[config.mk]
export PLATFORM = sky130hd
export DESIGN_NAME = msu_audio_streamer
export DESIGN_NICKNAME = d
export VERILOG_FILES = /design/src/rtl/msu_audio_streamer.sv
export SDC_FILE = /design/constraint.sdc
export NUM_CORES = 1
export LEC_CHECK = 0
export BUFFER_PORTS_ARGS = -buffer_cell sky130_fd_sc_hd__buf_4
export CORE_ASPECT_RATIO = 0.8
export CORE_MARGIN = 3
export CORE_UTILIZATION = 55
export CTS_BUF_LIST = sky130_fd_sc_hd__clkbuf_8
export DETAILED_ROUTE_END_ITERATION = 7
export GPL_ROUTABILITY_DRIVEN = 0
export PLACE_DENSITY = 0.71
export SYNTH_ARGS = -nofsm -noshare
export SYNTH_HDL_FRONTEND = slang
export SYNTH_SLANG_ARGS = --single-unit
[constraint.sdc]
create_clock -name clk -period 8.6 [get_ports clk]
set_clock_uncertainty 0.1 [all_clocks]
set_input_delay 1.29 -clock clk [delete_from_list [all_inputs] [get_ports clk]]
set_output_delay 1.29 -clock clk [all_outputs]
set_load 0.01 [all_outputs]
[src/rtl/msu_audio_streamer.sv]
// MSU-1 PCM sector streamer: fetches SD sectors, parses the header and writes only in-range sample words to the audio FIFO.
// Samples appear 1 cycle after sd_buff_wr; MSU_SIG_CHECK_EN adds the "MSU1" signature check.
module msu_audio_streamer #(
    parameter int SECTOR_WORDS = 256,
    parameter int LBA_W        = 21,
    parameter int FIFO_AW      = 12,
    parameter int FIFO_HIGH    = 1792,
    parameter int HDR_WORDS    = 4
) (
    input  logic               clk,
    input  logic               reset,
    input  logic [31:0]        img_size,
    input  logic               trackmounting,
    input  logic               trackmissing,
    input  logic               trig_play,
    input  logic               trig_pause,
    input  logic               trig_stop,
    input  logic               repeat_in,
    input  logic               sd_ack,
    input  logic               sd_buff_wr,
    input  logic [15:0]        sd_buff_dout,
    input  logic [FIFO_AW-1:0] audio_fifo_usedw,
    output logic [LBA_W-1:0]   sd_lba,
    output logic               sd_rd,
    output logic               sample_wr,
    output logic [15:0]        sample_data,
    output logic               audio_play,
    output logic               track_end,
    output logic               header_bad
);
    localparam int WI = $clog2(SECTOR_WORDS);
    localparam logic [31:0] HDR32    = 32'(HDR_WORDS);
    localparam logic [31:0] SEC32    = 32'(SECTOR_WORDS);
    localparam logic [31:0] HIGH32   = 32'(FIFO_HIGH);
    localparam logic [31:0] MIN_SIZE = 32'(2 * HDR_WORDS + 2);
`ifdef MSU_SIG_CHECK_EN
    localparam bit SIG_CHECK = 1'b1;
`else
    localparam bit SIG_CHECK = 1'b0;
`endif
    localparam logic [1:0] P_NONE = 2'd0, P_PLAY = 2'd1, P_PAUSE = 2'd2, P_STOP = 2'd3;

    typedef enum logic [2:0] {S_IDLE, S_REQ, S_XFER, S_WAIT, S_END, S_PAUSED} state_t;
    typedef enum logic [3:0] {A_NONE, A_START, A_EMPTY, A_REQ, A_XFER, A_RESTART, A_STOP, A_PAUSE,
                              A_PAUSE_NEXT, A_NEXT, A_RESUME, A_LOOP, A_FINISH, A_SIGBAD} act_t;

    state_t          state, state_next;
    act_t            act;
    logic [WI-1:0]   word_idx;
    logic [31:0]     start_addr, loop_addr, last, lba_base, addr;
    logic [15:0]     loop_lo;
    logic [1:0]      pend, trig_code, pend_eff;
    logic            sig_bad, past_last, fifo_ok;
    logic [33:0]     loop_wide;

    assign last      = (img_size >> 1) - 32'd1;
    assign lba_base  = 32'(sd_lba) << WI;
    assign addr      = lba_base | 32'(word_idx);
    assign past_last = (lba_base + SEC32) > last;
    assign fifo_ok   = 32'(audio_fifo_usedw) < HIGH32;
    assign trig_code = trig_stop ? P_STOP : trig_pause ? P_PAUSE : trig_play ? P_PLAY : P_NONE;
    assign pend_eff  = (trig_code > pend) ? trig_code : pend;
    // Saturate so a huge loop index cannot wrap back into the track range.
    assign loop_wide = 34'(HDR32) + {1'b0, sd_buff_dout, loop_lo, 1'b0};

    always_ff @(posedge clk or posedge reset) begin
        if (reset)              state <= S_IDLE;
        else if (trackmounting) state <= S_IDLE;
        else                    state <= state_next;
    end

    always_comb begin
        state_next = state;
        act        = A_NONE;
        case (state)
            S_IDLE: if (trig_play && !trig_pause && !trig_stop && !trackmissing) begin
                if (img_size < MIN_SIZE) act = A_EMPTY;
                else begin act = A_START; state_next = S_REQ; end
            end
            S_REQ, S_WAIT: begin
                if (trig_stop)                       begin act = A_STOP;    state_next = S_IDLE;   end
                else if (trig_pause)                 begin act = A_PAUSE;   state_next = S_PAUSED; end
                else if (trig_play)                  begin act = A_RESTART; state_next = S_WAIT;   end
                else if (state == S_REQ && sd_ack)   begin act = A_XFER;    state_next = S_XFER;   end
                else if (state == S_WAIT && fifo_ok) begin act = A_REQ;     state_next = S_REQ;    end
            end
            S_XFER: if (!sd_ack) begin
                if (pend_eff == P_STOP)       begin act = A_STOP;       state_next = S_IDLE;   end
                else if (pend_eff == P_PLAY)  begin act = A_RESTART;    state_next = S_WAIT;   end
                else if (sig_bad)             begin act = A_SIGBAD;     state_next = S_IDLE;   end
                else if (past_last)           begin                     state_next = S_END;    end
                else if (pend_eff == P_PAUSE) begin act = A_PAUSE_NEXT; state_next = S_PAUSED; end
                else                          begin act = A_NEXT;       state_next = S_WAIT;   end
            end
            S_END: begin
                if (repeat_in && loop_addr <= last) begin act = A_LOOP;   state_next = S_WAIT; end
                else                                begin act = A_FINISH; state_next = S_IDLE; end
            end
            S_PAUSED: begin
                if (trig_stop)       begin act = A_STOP;   state_next = S_IDLE; end
                else if (trig_play && !trig_pause) begin act = A_RESUME; state_next = S_WAIT; end
            end
            default: state_next = S_IDLE;
        endcase
    end

    always_ff @(posedge clk or posedge reset) begin
        if (reset) begin
            sd_lba <= '0; sd_rd <= 1'b0; sample_wr <= 1'b0; sample_data <= '0; audio_play <= 1'b0;
            track_end <= 1'b0; header_bad <= 1'b0; word_idx <= '0; start_addr <= HDR32;
            loop_addr <= HDR32; loop_lo <= '0; pend <= P_NONE; sig_bad <= 1'b0;
        end else if (trackmounting) begin
            sd_lba <= '0; sd_rd <= 1'b0; sample_wr <= 1'b0; sample_data <= '0; audio_play <= 1'b0;
            track_end <= 1'b0; header_bad <= 1'b0; word_idx <= '0; start_addr <= HDR32;
            loop_addr <= HDR32; loop_lo <= '0; pend <= P_NONE; sig_bad <= 1'b0;
        end else begin
            sample_wr <= 1'b0;
            track_end <= 1'b0;
            if (state == S_XFER) begin
                pend <= pend_eff;
                if (sd_buff_wr) begin
                    word_idx    <= word_idx + WI'(1);
                    sample_data <= sd_buff_dout;
                    sample_wr   <= (addr >= start_addr) && (addr <= last) && !sig_bad;
                    if (addr >= start_addr) start_addr <= HDR32;
                    if (sd_lba == '0) begin
                        if (word_idx == WI'(2)) loop_lo <= sd_buff_dout;
                        if (word_idx == WI'(3)) loop_addr <= (loop_wide[33:32] != 2'b00) ? 32'hFFFF_FFFF : loop_wide[31:0];
                        if (SIG_CHECK && ((word_idx == WI'(0) && sd_buff_dout != 16'h534D) ||
                                          (word_idx == WI'(1) && sd_buff_dout != 16'h3155))) begin
                            sig_bad    <= 1'b1;
                            header_bad <= 1'b1;
                            audio_play <= 1'b0;
                        end
                    end
                end
            end
            case (act)
                A_START:      begin sd_lba <= '0; start_addr <= HDR32; audio_play <= 1'b1; sd_rd <= 1'b1;
                                    header_bad <= 1'b0; pend <= P_NONE; sig_bad <= 1'b0; end
                A_EMPTY:      track_end <= 1'b1;
                A_REQ:        sd_rd <= 1'b1;
                A_XFER:       begin sd_rd <= 1'b0; word_idx <= '0; pend <= P_NONE; end
                A_RESTART:    begin sd_rd <= 1'b0; sd_lba <= '0; start_addr <= HDR32; pend <= P_NONE;
                                    sig_bad <= 1'b0; audio_play <= 1'b1; end
                A_STOP:       begin sd_rd <= 1'b0; audio_play <= 1'b0; pend <= P_NONE; end
                A_PAUSE:      begin sd_rd <= 1'b0; audio_play <= 1'b0; end
                A_PAUSE_NEXT: begin sd_lba <= sd_lba + LBA_W'(1); audio_play <= 1'b0; pend <= P_NONE; end
                A_NEXT:       sd_lba <= sd_lba + LBA_W'(1);
                A_RESUME:     audio_play <= 1'b1;
                A_LOOP:       begin sd_lba <= LBA_W'(loop_addr >> WI); start_addr <= loop_addr; end
                A_FINISH:     begin audio_play <= 1'b0; track_end <= 1'b1; header_bad <= repeat_in && (loop_addr > last); end
                A_SIGBAD:     begin audio_play <= 1'b0; pend <= P_NONE; end
                default:      ;
            endcase
        end
    end
endmodule

==> results summary <==
Across the whole layout, storage elements account for 3380 um2. The remaining routing DRC violations is 0. The worst ir drop on vdd is 0.000117 V. The transition time of the tightest slew-check pin is 1160 ps. The overall die area came out at 20900 um2. The deepest clock path buffer count is 2. The min-delay analysis places its worst path in the category flop to flop. The flow ran to the end, and the final reports show no timing, DRC or antenna violations.

The number of max-cap violations is 0. The number of H-tree levels is 4. Clock tree synthesis inserted a total of 17 buffers. The remaining global-route overflow came out at 0.

The power share of the sequential group is 0.428. The first global-routing pass estimated 48100 um of wire. The yosys synthesis warning count came out at 0. Cell internal power was estimated by the tool at 0.00100 W. Synthesis produced a netlist whose cell count is 1220. The number of search-and-repair iterations in the first detailed-routing pass came out at 7. Once the clock tree was built, the setup fixing pass inserted 0 buffers. The clock period minus final worst setup slack came out at 6930 ps. The repair_antennas step left the layout with diodes totalling 0. The number of ports placed on the die boundary came out at 112. The aggregate routed wire length is 30000 um.

The post-synthesis sequential area ratio came out at 0.320. STA classifies the critical path endpoint as a flop. Of the total power, combinational logic draws 0.233. Of the total power, the share spent switching nets is 0.367. For this configuration, the core starts out at a cell density of 0.570. The number of hold violations in the final report came to 0. In this run the worst path has a maximum fanout of 29. The minimum setup slack after placement is 1300 ps. The cell at the root of the clock tree is sky130_fd_sc_hd__clkbuf_8. The aggregate negative setup slack came out at 0 ps.

The worst endpoint data arrival time came out at 7240 ps. The detailed placement HPWL is 23100 um. The average instance area after synthesis is 8.65 um2.

Of the total synthesized cell area, the portion taken by AND, OR, NAND and NOR gates is 0.214. The area of the mapped netlist came out at 10600 um2. The number of antenna violations at the first check in global routing is 0.

The critical path startpoint category is a primary input. The power density over the cells is 135 nW/um2. The violation count after the first detailed-route iteration came out at 850. The share of Yosys cell area claimed by the top area cell type came out at 0.315. The number of nets in the final layout is 1465. The detailed-route via count is 9497.

The worst register-to-register path ends at start_addr[28]$_DFFE_PP0P_. The headroom to the max-slew limit came out at 0.229. The worst hold path begins at loop_lo[0]$_DFFE_PP0P_. STA puts the critical path data required time at 8900 ps. For this design the total switching power over the nets is 0.000580 W.

The later-pin clock latency in the skew report came out at 470 ps. In this run the critical register-to-register path is launched from sd_lba[0]$_DFFE_PP0P_. The worst min-delay path endpoint is loop_lo[0]$_DFFE_PP0P_. The cell area after layout came out at 11700 um2. After synthesis, the largest family of logic cells by area is simple AND/OR/NAND/NOR gates.

The die boundary width is 161 um. Of all cell types, the one taking the most synthesized area is sky130_fd_sc_hd__dfrtp_1. The fraction of final layout cells sized beyond drive strength 1 is 0.132. The clock-pin slew on the worst setup and hold paths came out at 100 ps. Of the total synthesized cell area, the portion taken by full adders, half adders and majority gates is 0.141. The mux share of post-synthesis cell area came out at 0.00379. The final-layout fill cell count is 1621. By count the netlist is led by sky130_fd_sc_hd__nand2_1 (139), sky130_fd_sc_hd__dfrtp_1 (133), sky130_fd_sc_hd__ha_1 (117), sky130_fd_sc_hd__nor2_1 (80), sky130_fd_sc_hd__o21ai_0 (71).

For flop-to-flop paths, the worst setup slack is 3160 ps. Counting flops with a built-in enable in the synthesized netlist gives 0. The final worst-path setup slack came out at 1670 ps. The global-route total usage across every layer is 0.292. The critical path is of the primary input to flop type. The fraction of synthesis flops using an asynchronous set or reset pin is 1.00.

Of the total synthesized cell area, the portion taken by XOR and XNOR cells is 0.0652. The post-detailed-route via-to-cell ratio came out at 6.15. The floorplan die height is 130 um. Gates resized during post-CTS repair numbered 0. The placed instance count is 1512.

After synthesis, the cell types taking the most area are sky130_fd_sc_hd__dfrtp_1 (32%), sky130_fd_sc_hd__ha_1 (14%), sky130_fd_sc_hd__nand2_1 (4.9%), sky130_fd_sc_hd__xnor2_1 (3.7%), sky130_fd_sc_hd__o21ai_0 (3.4%). Setup repair after global routing left no endpoint under its margin. The area taken by multi-input logic gates is 6600 um2. The floorplan row count came out at 44. The number of pins exceeding their max-slew limit in the final report came to 0.

The maximum clock rate came out at 144 MHz. Summed over all cells, the static leakage comes to 5.67 nW. The total setup violations reported at the end of the flow is 0.

The floorplan step defined a core boundary enclosing 18500 um2. The depth of the worst hold-timing path came out at 2. The worst hold margin came out at 376 ps. The share of the synthesized area in compound gates (AO/OA/AOI/OAI) is 0.201.

For this design, the sink count on the clock tree is 135. The net count after synthesis is 1407. By instance count, the leading cell after synthesis is sky130_fd_sc_hd__nand2_1. The share of power burned in the clock network came out at 0.339.

The post-detailed-placement cell area is 11300 um2. The quantity of I/O buffers inserted on ports is 102. The via count of the first global-routing pass came out at 8933. The non-filler instance count after layout is 1544.

The number of hold-repair buffers added at the cts stage is 0. In the final routed layout, each cell accounts on average for 19.5 um. The most used flip-flop cell after synthesis is sky130_fd_sc_hd__dfrtp_1.

The layout overhead on the synthesized area came out at 11.3%. Entering global routing, the biggest net connects 86 pins. The synthesized netlist contains 74 unique library cells. The CTS tree is yes. The register bit count reported by yosys came out at 135. The number of cell instances on the worst register-to-register path came out at 17.

The share of the clock period used by the worst path after layout came out at 0.806. The number of routed nets with antenna violations is 0.
## kinds of logic after synthesis
family          Yosys count
fa+ha+maj               119
simple gates            451
buf+inv                 128
compound gates          306
flops                   135
mux                       4
xor+xnor                 77
## critical path: stages
cell and delay (ps):
sky130_fd_sc_hd__buf_4 130, sky130_fd_sc_hd__or4_1 610, sky130_fd_sc_hd__or2_1 320, sky130_fd_sc_hd__nor4_1 760, sky130_fd_sc_hd__nand2_1 190, sky130_fd_sc_hd__nor2_1 160
sky130_fd_sc_hd__xnor2_1 150, sky130_fd_sc_hd__ha_1 330, sky130_fd_sc_hd__nand4_1 190, sky130_fd_sc_hd__or4_1 600, sky130_fd_sc_hd__a2111oi_2 290, sky130_fd_sc_hd__nor2_1 130
sky130_fd_sc_hd__or3_1 390, sky130_fd_sc_hd__a21oi_4 300, sky130_fd_sc_hd__and3b_1 500, sky130_fd_sc_hd__o2111a_1 260, sky130_fd_sc_hd__buf_4 380, sky130_fd_sc_hd__a22o_1 200
## stage by stage
step | power (W) | util
2_1_floorplan | 0.000921 | -
3_3_place_gp | 0.00105 | 0.613
3_5_place_dp | 0.00105 | 0.613
4_1_cts | 0.00158 | 0.635
5_1_grt | 0.00166 | 0.635
6_report | 0.00158 | 0.635
## layout by cell type, fill, tap and decap left out, drive strengths merged, types with 16 or more instances in the layout
master	Yosys	routed
a21o	43	43
a21oi	49	49
a221o	16	16
a22o	17	17
a31oi	33	33
and2	22	22
and3	19	19
buf	29	110
clkbuf	42	17
dfrtp	133	133
ha	117	117
inv	57	67
nand2	139	139
nand3	33	33
nand4	46	46
nor2	80	80
nor3	33	33
nor4	16	16
o21ai	71	71
xnor2	45	45
xor2	31	31
## power by group through the flow
stage	combinational [W]	clock [W]	sequential (W)
after floorplan	0.000240	0	0.000682
after global placement	0.000358	0	0.000688
after detailed placement	0.000363	0	0.000688
after CTS	0.000365	0.000541	0.000676
after global routing	0.000407	0.000573	0.000680
final	0.000369	0.000536	0.000677
## sequential cells by signal, summed over array words and instances, names as in the netlist
register and cells:
audio_play 1, header_bad 1, loop_addr 32, loop_lo 16, pend 2, sample_data 16
sample_wr 1, sd_lba 21, sd_rd 1, start_addr 32, state 3, track_end 1
word_idx 8
## routing by layer
layer	global-route usage	wire, um	up-vias
li1	-	-	4580
met1	0.414	13400	4496
met2	0.446	13200	373
met3	0.0730	2790	48
met4	0.0880	651	0
met5	0	0	-
## final cells by class
class | instances | area share
multi-input combinational | 957 | 0.562
sequential | 135 | 0.288
timing repair buffer | 110 | 0.0703
tap | 253 | 0.0270
clock buffer | 17 | 0.0199
inverter | 57 | 0.0186
clock inverter | 15 | 0.0140
## how the worst max path moves through the flow
| stage | start | to | slack (ps) | depth (start not counted) |
|---|---|---|---|---|
| after floorplan | img_size[14] | start_addr[11]$_DFFE_PP0P_ | 2350 | 19 |
| after global placement | img_size[14] | start_addr[22]$_DFFE_PP0P_ | 1420 | 18 |
| after detailed placement | img_size[14] | start_addr[8]$_DFFE_PP0P_ | 1300 | 18 |
| after CTS | img_size[14] | start_addr[3]$_DFFE_PP0P_ | 1790 | 18 |
| after global routing | img_size[4] | start_addr[16]$_DFFE_PP0P_ | 1220 | 20 |
| final | img_size[14] | start_addr[3]$_DFFE_PP0P_ | 1670 | 18 |
(Power assumes the default switching activity.)
